**src/rtl/dsp_mac_seq.sv**
```systemverilog
// Sequencer that feeds a DSP48A1 slice to compute a signed dot product over a
// stream of operand pairs, steering the slice clock enables and OPMODE per beat.
module dsp_mac_seq #(
    parameter int DATA_W   = 18,
    parameter int LEN_W    = 8,
    parameter int PIPE_LAT = 3
) (
    input  logic              CLK,
    input  logic              RST,
    input  logic              start,
    input  logic [LEN_W-1:0]  len,
    input  logic              s_valid,
    output logic              s_ready,
    input  logic [DATA_W-1:0] s_a,
    input  logic [DATA_W-1:0] s_b,
    output logic [DATA_W-1:0] dsp_a,
    output logic [DATA_W-1:0] dsp_b,
    output logic              dsp_ceab,
    output logic              dsp_cem,
    output logic              dsp_cep,
    output logic              dsp_ceopmode,
    output logic [7:0]        dsp_opmode,
    output logic              dsp_carryin,
    input  logic [47:0]       dsp_p,
    output logic              res_valid,
    input  logic              res_ready,
    output logic [47:0]       result,
    output logic              busy
);

    localparam int DEPTH = PIPE_LAT - 1;

    typedef enum logic [1:0] {IDLE, RUN, DRAIN, DONE} state_t;

    state_t             state_reg, state_next;
    logic [LEN_W-1:0]   remaining_reg, remaining_next;
    logic               first_reg, first_next;
    logic [47:0]        result_reg, result_next;
    logic [7:0]         opmode_reg;
    logic [DEPTH-1:0]   vld_pipe_reg, first_pipe_reg;
    logic [DEPTH:0]     vld_tap, first_tap;
    logic               beat;
    logic               pending;

    assign s_ready = (state_reg == RUN);
    assign beat    = s_valid & s_ready;

    // Tap d holds the beat issued d cycles ago; tap 0 is the live beat.
    assign vld_tap   = {vld_pipe_reg, beat};
    assign first_tap = {first_pipe_reg, first_reg};
    assign pending   = |vld_pipe_reg;

    assign dsp_a        = beat ? s_a : '0;
    assign dsp_b        = beat ? s_b : '0;
    assign dsp_ceab     = beat;
    assign busy         = (state_reg != IDLE);
    assign dsp_cem      = busy;
    assign dsp_ceopmode = vld_tap[PIPE_LAT-2];
    assign dsp_cep      = vld_tap[PIPE_LAT-1];
    assign dsp_carryin  = 1'b0;
    // A first beat selects Z=0 so a previous job's P never leaks into the sum.
    assign dsp_opmode   = dsp_ceopmode ? (first_tap[PIPE_LAT-2] ? 8'h01 : 8'h09)
                                       : opmode_reg;
    assign res_valid    = (state_reg == DONE);
    assign result       = result_reg;

    always_ff @(posedge CLK or posedge RST) begin
        if (RST) begin
            state_reg      <= IDLE;
            remaining_reg  <= '0;
            first_reg      <= 1'b0;
            result_reg     <= '0;
            opmode_reg     <= '0;
            vld_pipe_reg   <= '0;
            first_pipe_reg <= '0;
        end else begin
            state_reg      <= state_next;
            remaining_reg  <= remaining_next;
            first_reg      <= first_next;
            result_reg     <= result_next;
            opmode_reg     <= dsp_opmode;
            vld_pipe_reg   <= vld_tap[DEPTH-1:0];
            first_pipe_reg <= first_tap[DEPTH-1:0];
        end
    end

    always_comb begin
        state_next     = state_reg;
        remaining_next = remaining_reg;
        first_next     = first_reg;
        result_next    = result_reg;
        case (state_reg)
            IDLE: begin
                if (start) begin
                    if (len != '0) begin
                        remaining_next = len;
                        first_next     = 1'b1;
                        state_next     = RUN;
                    end else begin
                        result_next = '0;
                        state_next  = DONE;
                    end
                end
            end
            RUN: begin
                if (beat) begin
                    remaining_next = remaining_reg - 1'b1;
                    first_next     = 1'b0;
                    if (remaining_reg == LEN_W'(1))
                        state_next = DRAIN;
                end
            end
            DRAIN: begin
                if (!pending) begin
                    result_next = dsp_p;
                    state_next  = DONE;
                end
            end
            DONE: begin
                if (res_ready)
                    state_next = IDLE;
            end
            default: state_next = IDLE;
        endcase
    end

endmodule

```
**config.mk**
```make
export PLATFORM = sky130hd
export DESIGN_NAME = dsp_mac_seq
export DESIGN_NICKNAME = d
export VERILOG_FILES = /design/src/rtl/dsp_mac_seq.sv
export SDC_FILE = /design/constraint.sdc
export NUM_CORES = 1
export LEC_CHECK = 0
export BUFFER_PORTS_ARGS = -buffer_cell sky130_fd_sc_hd__buf_2
export CAP_MARGIN = 10
export CORE_MARGIN = 10
export CORE_UTILIZATION = 44
export CTS_CLUSTER_DIAMETER = 30
export DETAILED_ROUTE_END_ITERATION = 16
export PLACE_DENSITY = 0.91
export SKIP_CTS_REPAIR_TIMING = 1
export SLEW_MARGIN = 20
export SYNTH_ARGS = -nofsm -noshare
export SYNTH_HDL_FRONTEND = slang
export SYNTH_SLANG_ARGS = --single-unit
```
**constraint.sdc**
```tcl
create_clock -name CLK -period 2.4 [get_ports CLK]
set_input_delay 0.12 -clock CLK [delete_from_list [all_inputs] [get_ports CLK]]
set_output_delay 0.12 -clock CLK [all_outputs]
set_load 0.05 [all_outputs]
```
==> metrics.log <==
INFO  metric fp.dieArea = 11800 um^2
INFO  metric synthTopCellsByArea = sky130_fd_sc_hd__dfrtp_1, sky130_fd_sc_hd__o21ai_0, sky130_fd_sc_hd__and3_1
INFO  metric post-layout-total-power = roughly 0.0072 W
INFO  metric core_region_area = 7690 um^2
INFO  metric grt_first_pass_wirelength = 18200 um
INFO  metric yosysTopAreaCell = sky130_fd_sc_hd__dfrtp_1
INFO  metric postSynthCellCount = 384
INFO  metric drt-pass1-iter-count = 4
INFO  metric boundaryPins = 197
INFO  metric antenna_found_initial = 0
INFO  metric port_buffers = approximately 200
INFO  metric synth_cell_types = 34
INFO  metric clock-sinks = 70
INFO  metric worst-path-max-fanout = 39
INFO  metric ff_latch_area = ~1800 um^2
INFO  metric layout.cells.most_common_list = sky130_fd_sc_hd__buf_2, sky130_fd_sc_hd__o21ai_0, sky130_fd_sc_hd__dfrtp_1
INFO  metric multi_input_area = 1530 um^2
INFO  metric timing_hold_violations_final = 0
INFO  metric run_status = finished, final reports clean
INFO  metric setup_viol = 0
INFO  metric power_density = about 1500 nW/um^2
INFO  metric max_slew_margin_vs_limit = 54.9%
INFO  metric setup_tns = 0 ns
INFO  metric largest_net_degree_at_the_start_of_global_routing = 41
INFO  metric tritoncts = yes
INFO  metric peakVddDrop = 0.560 mV
INFO  metric synth.yosys.warnings = 0
INFO  metric synth.ff_latch_count = 70
INFO  metric clock-root-buffer = sky130_fd_sc_hd__clkbuf_8
INFO  metric setup_repair_after_global_routing_missed_its_margin = false
INFO  metric finalNetCount = 670
INFO  metric die_w = 109 um
INFO  metric layout_commonest_cell = sky130_fd_sc_hd__buf_2
INFO  metric gpl.final_weighted_congestion = slightly above 0.9
INFO  metric f_max = 0.488 GHz
INFO  metric vias = about 3600
INFO  metric crit_path_start_kind = register
INFO  metric largest_register_ff_count = 48
INFO  metric first_iter_violations = ~220
INFO  metric synth.yosys.seq_area_share = 50.7%
INFO  metric first_global_vias = 3761
INFO  metric ant_nets = 0
INFO  metric finalWorstPathRequiredPeriod = 2.05 ns
INFO  metric timing.clock.skew = ~0.012 ns
INFO  metric start_util = around 45%
INFO  metric cts.path.max_buffers = 2
INFO  metric min-delay-path-class = primary input to register
INFO  metric drcViolationCount = 0
INFO  metric synthesized_cell_area = around 3500 um^2
INFO  metric tightest_slew = 0.670 ns
INFO  metric mappedNetlistNets = 488
INFO  metric flow.area_growth_from_synthesis = 36.7%
INFO  metric leakage_power_summed_over_all_cells = 2.59 nW
INFO  metric synth_top_area_share = 50.7%
INFO  metric cp_data_arrival_time = 1.93 ns
INFO  metric drive_gt1_share = 40.1%
INFO  metric die-height = 109 um
INFO  metric finalMaxSlewViolations = 0
INFO  metric postRouteWirelength = 11600 um
INFO  metric groute.usage.overall = 18.8%
INFO  metric clk_pin_slew = approximately 0.07 ns
INFO  metric crit_type = register to output pin
INFO  metric antennaDiodeCount = 0
INFO  metric critPathRequiredTime = between 2 and 2.5 ns
INFO  metric finalCritPeriodShare = 85.4%
INFO  metric via_per_inst = 5.30
INFO  metric worstSkewPairLatency = between 0.3 and 0.4 ns
INFO  metric synth_area_per_cell = 9.00 um^2
INFO  metric grt_remaining_overflow = 0
INFO  metric max_cap_viol_count = 0
INFO  metric detailedPlacementHpwl = 9000 um
INFO  metric placementRows = 32
INFO  metric cts.htree.levels = 3
INFO  metric route.detailed.wl_per_inst = 17.2 um
INFO  metric tritoncts.num_buffers = 9
INFO  metric critPathCaptureType = output pin
INFO  metric filler_cell_count = 696
==> power breakdown <==
group / internal [W] / switching [W]
Combinational: 0.00105 / 0.00322
Sequential: 0.00167 / 0.000298
Clock: 0.000537 / 0.000423
==> logic make-up (layout without fill, tap and decap cells) <==
| kind of cell | after synthesis | after routing | synth area share [%] |
|---|---|---|---|
| muxes | 5 | 5 | 1.45 |
| and+or+nand+nor | 128 | 128 | 19.3 |
| other | 1 | 1 | 0.108 |
| adders and majority gates | 7 | 7 | 2.53 |
| AOI/OAI and AO/OA | 127 | 127 | 20.1 |
| DFF | 70 | 70 | 50.7 |
| buffers and inverters | 46 | 233 | 5.86 |
==> cell usage after synthesis <==
cell and number:
sky130_fd_sc_hd__nand2_1 52, sky130_fd_sc_hd__buf_4 2, sky130_fd_sc_hd__dfrtp_1 70, sky130_fd_sc_hd__a41oi_1 6, sky130_fd_sc_hd__or2_1 1, sky130_fd_sc_hd__o41ai_1 2, sky130_fd_sc_hd__nor4_2 2, sky130_fd_sc_hd__o21a_1 2
sky130_fd_sc_hd__conb_1 1, sky130_fd_sc_hd__nand3_1 5, sky130_fd_sc_hd__inv_1 10, sky130_fd_sc_hd__o31ai_1 3, sky130_fd_sc_hd__or4_4 1, sky130_fd_sc_hd__and3_1 37, sky130_fd_sc_hd__and2_1 2, sky130_fd_sc_hd__or2_2 2
sky130_fd_sc_hd__o21ai_1 22, sky130_fd_sc_hd__buf_6 3, sky130_fd_sc_hd__o211ai_1 1, sky130_fd_sc_hd__nor3_1 4, sky130_fd_sc_hd__o32ai_1 1, sky130_fd_sc_hd__nand2b_1 4, sky130_fd_sc_hd__nor2b_1 10, sky130_fd_sc_hd__or3_1 1
sky130_fd_sc_hd__a31oi_1 2, sky130_fd_sc_hd__a21oi_1 5, sky130_fd_sc_hd__o22a_1 1, sky130_fd_sc_hd__a32o_1 1, sky130_fd_sc_hd__nor2_1 6, sky130_fd_sc_hd__o21ai_0 81, sky130_fd_sc_hd__ha_1 7, sky130_fd_sc_hd__mux2i_1 5
sky130_fd_sc_hd__clkbuf_1 31, sky130_fd_sc_hd__or4b_1 1
==> metal layers <==
layer	vias up	track usage, %	wire length (um)
met4	0	4.24	114
met1	1692	20.4	4340
met3	10	7.73	1170
met2	161	33.7	5940
li1	1704	-	-
met5	-	0	0
==> stage by stage <==
| stage | hold WS (ns) | instances | util (%) | instance area [um^2] | worst slack, ns |
|---|---|---|---|---|---|
| after floorplan | 0.256 | 384 | - | 3460 | 0.0252 |
| after global routing | 0.00547 | 673 | 61.5 | 4730 | 0.184 |
| final | 0.0158 | 673 | 61.5 | 4730 | 0.351 |
| after detailed placement | 0.246 | 656 | 58.7 | 4510 | 0.413 |
| after global placement | 0.231 | 656 | 58.7 | 4510 | 0.523 |
| after CTS | -0.121 | 672 | 61.3 | 4710 | 0.160 |
==> area by class of cell <==
| type | count | share of cell area, % |
|---|---|---|
| Sequential cell | 70 | 37.1 |
| Clock buffer | 13 | 3.36 |
| Tap cell | 102 | 2.70 |
| Inverter | 10 | 0.794 |
| Clock inverter | 3 | 0.900 |
| Multi-Input combinational cell | 268 | 32.3 |
| Timing Repair Buffer | 207 | 22.9 |
==> path summary, 6_finish.rpt <==
path | from | end | slack (ns) | depth (start not counted)
max | state_reg[1] | dsp_a[14] | 0.35 | 5
min | dsp_p[3] | result[3] | 0.02 | 3
max reg2reg | state_reg[0] | result[14] | 0.36 | 7
min reg2reg | first_reg | first_pipe_reg[0] | 0.39 | 0
max in group asynchronous | RST | result[15] | 1.21 | 4
min in group asynchronous | RST | remaining_reg[4] | 0.43 | 3
==> worst max-delay path, stage by stage (launching register included) <==
cell and delay, ns:
sky130_fd_sc_hd__dfrtp_1 0.41, sky130_fd_sc_hd__inv_1 0.13, sky130_fd_sc_hd__ha_2 0.39, sky130_fd_sc_hd__buf_12 0.21, sky130_fd_sc_hd__and3_1 0.17, sky130_fd_sc_hd__buf_2 0.27
Power figures use the tool's default switching activity.
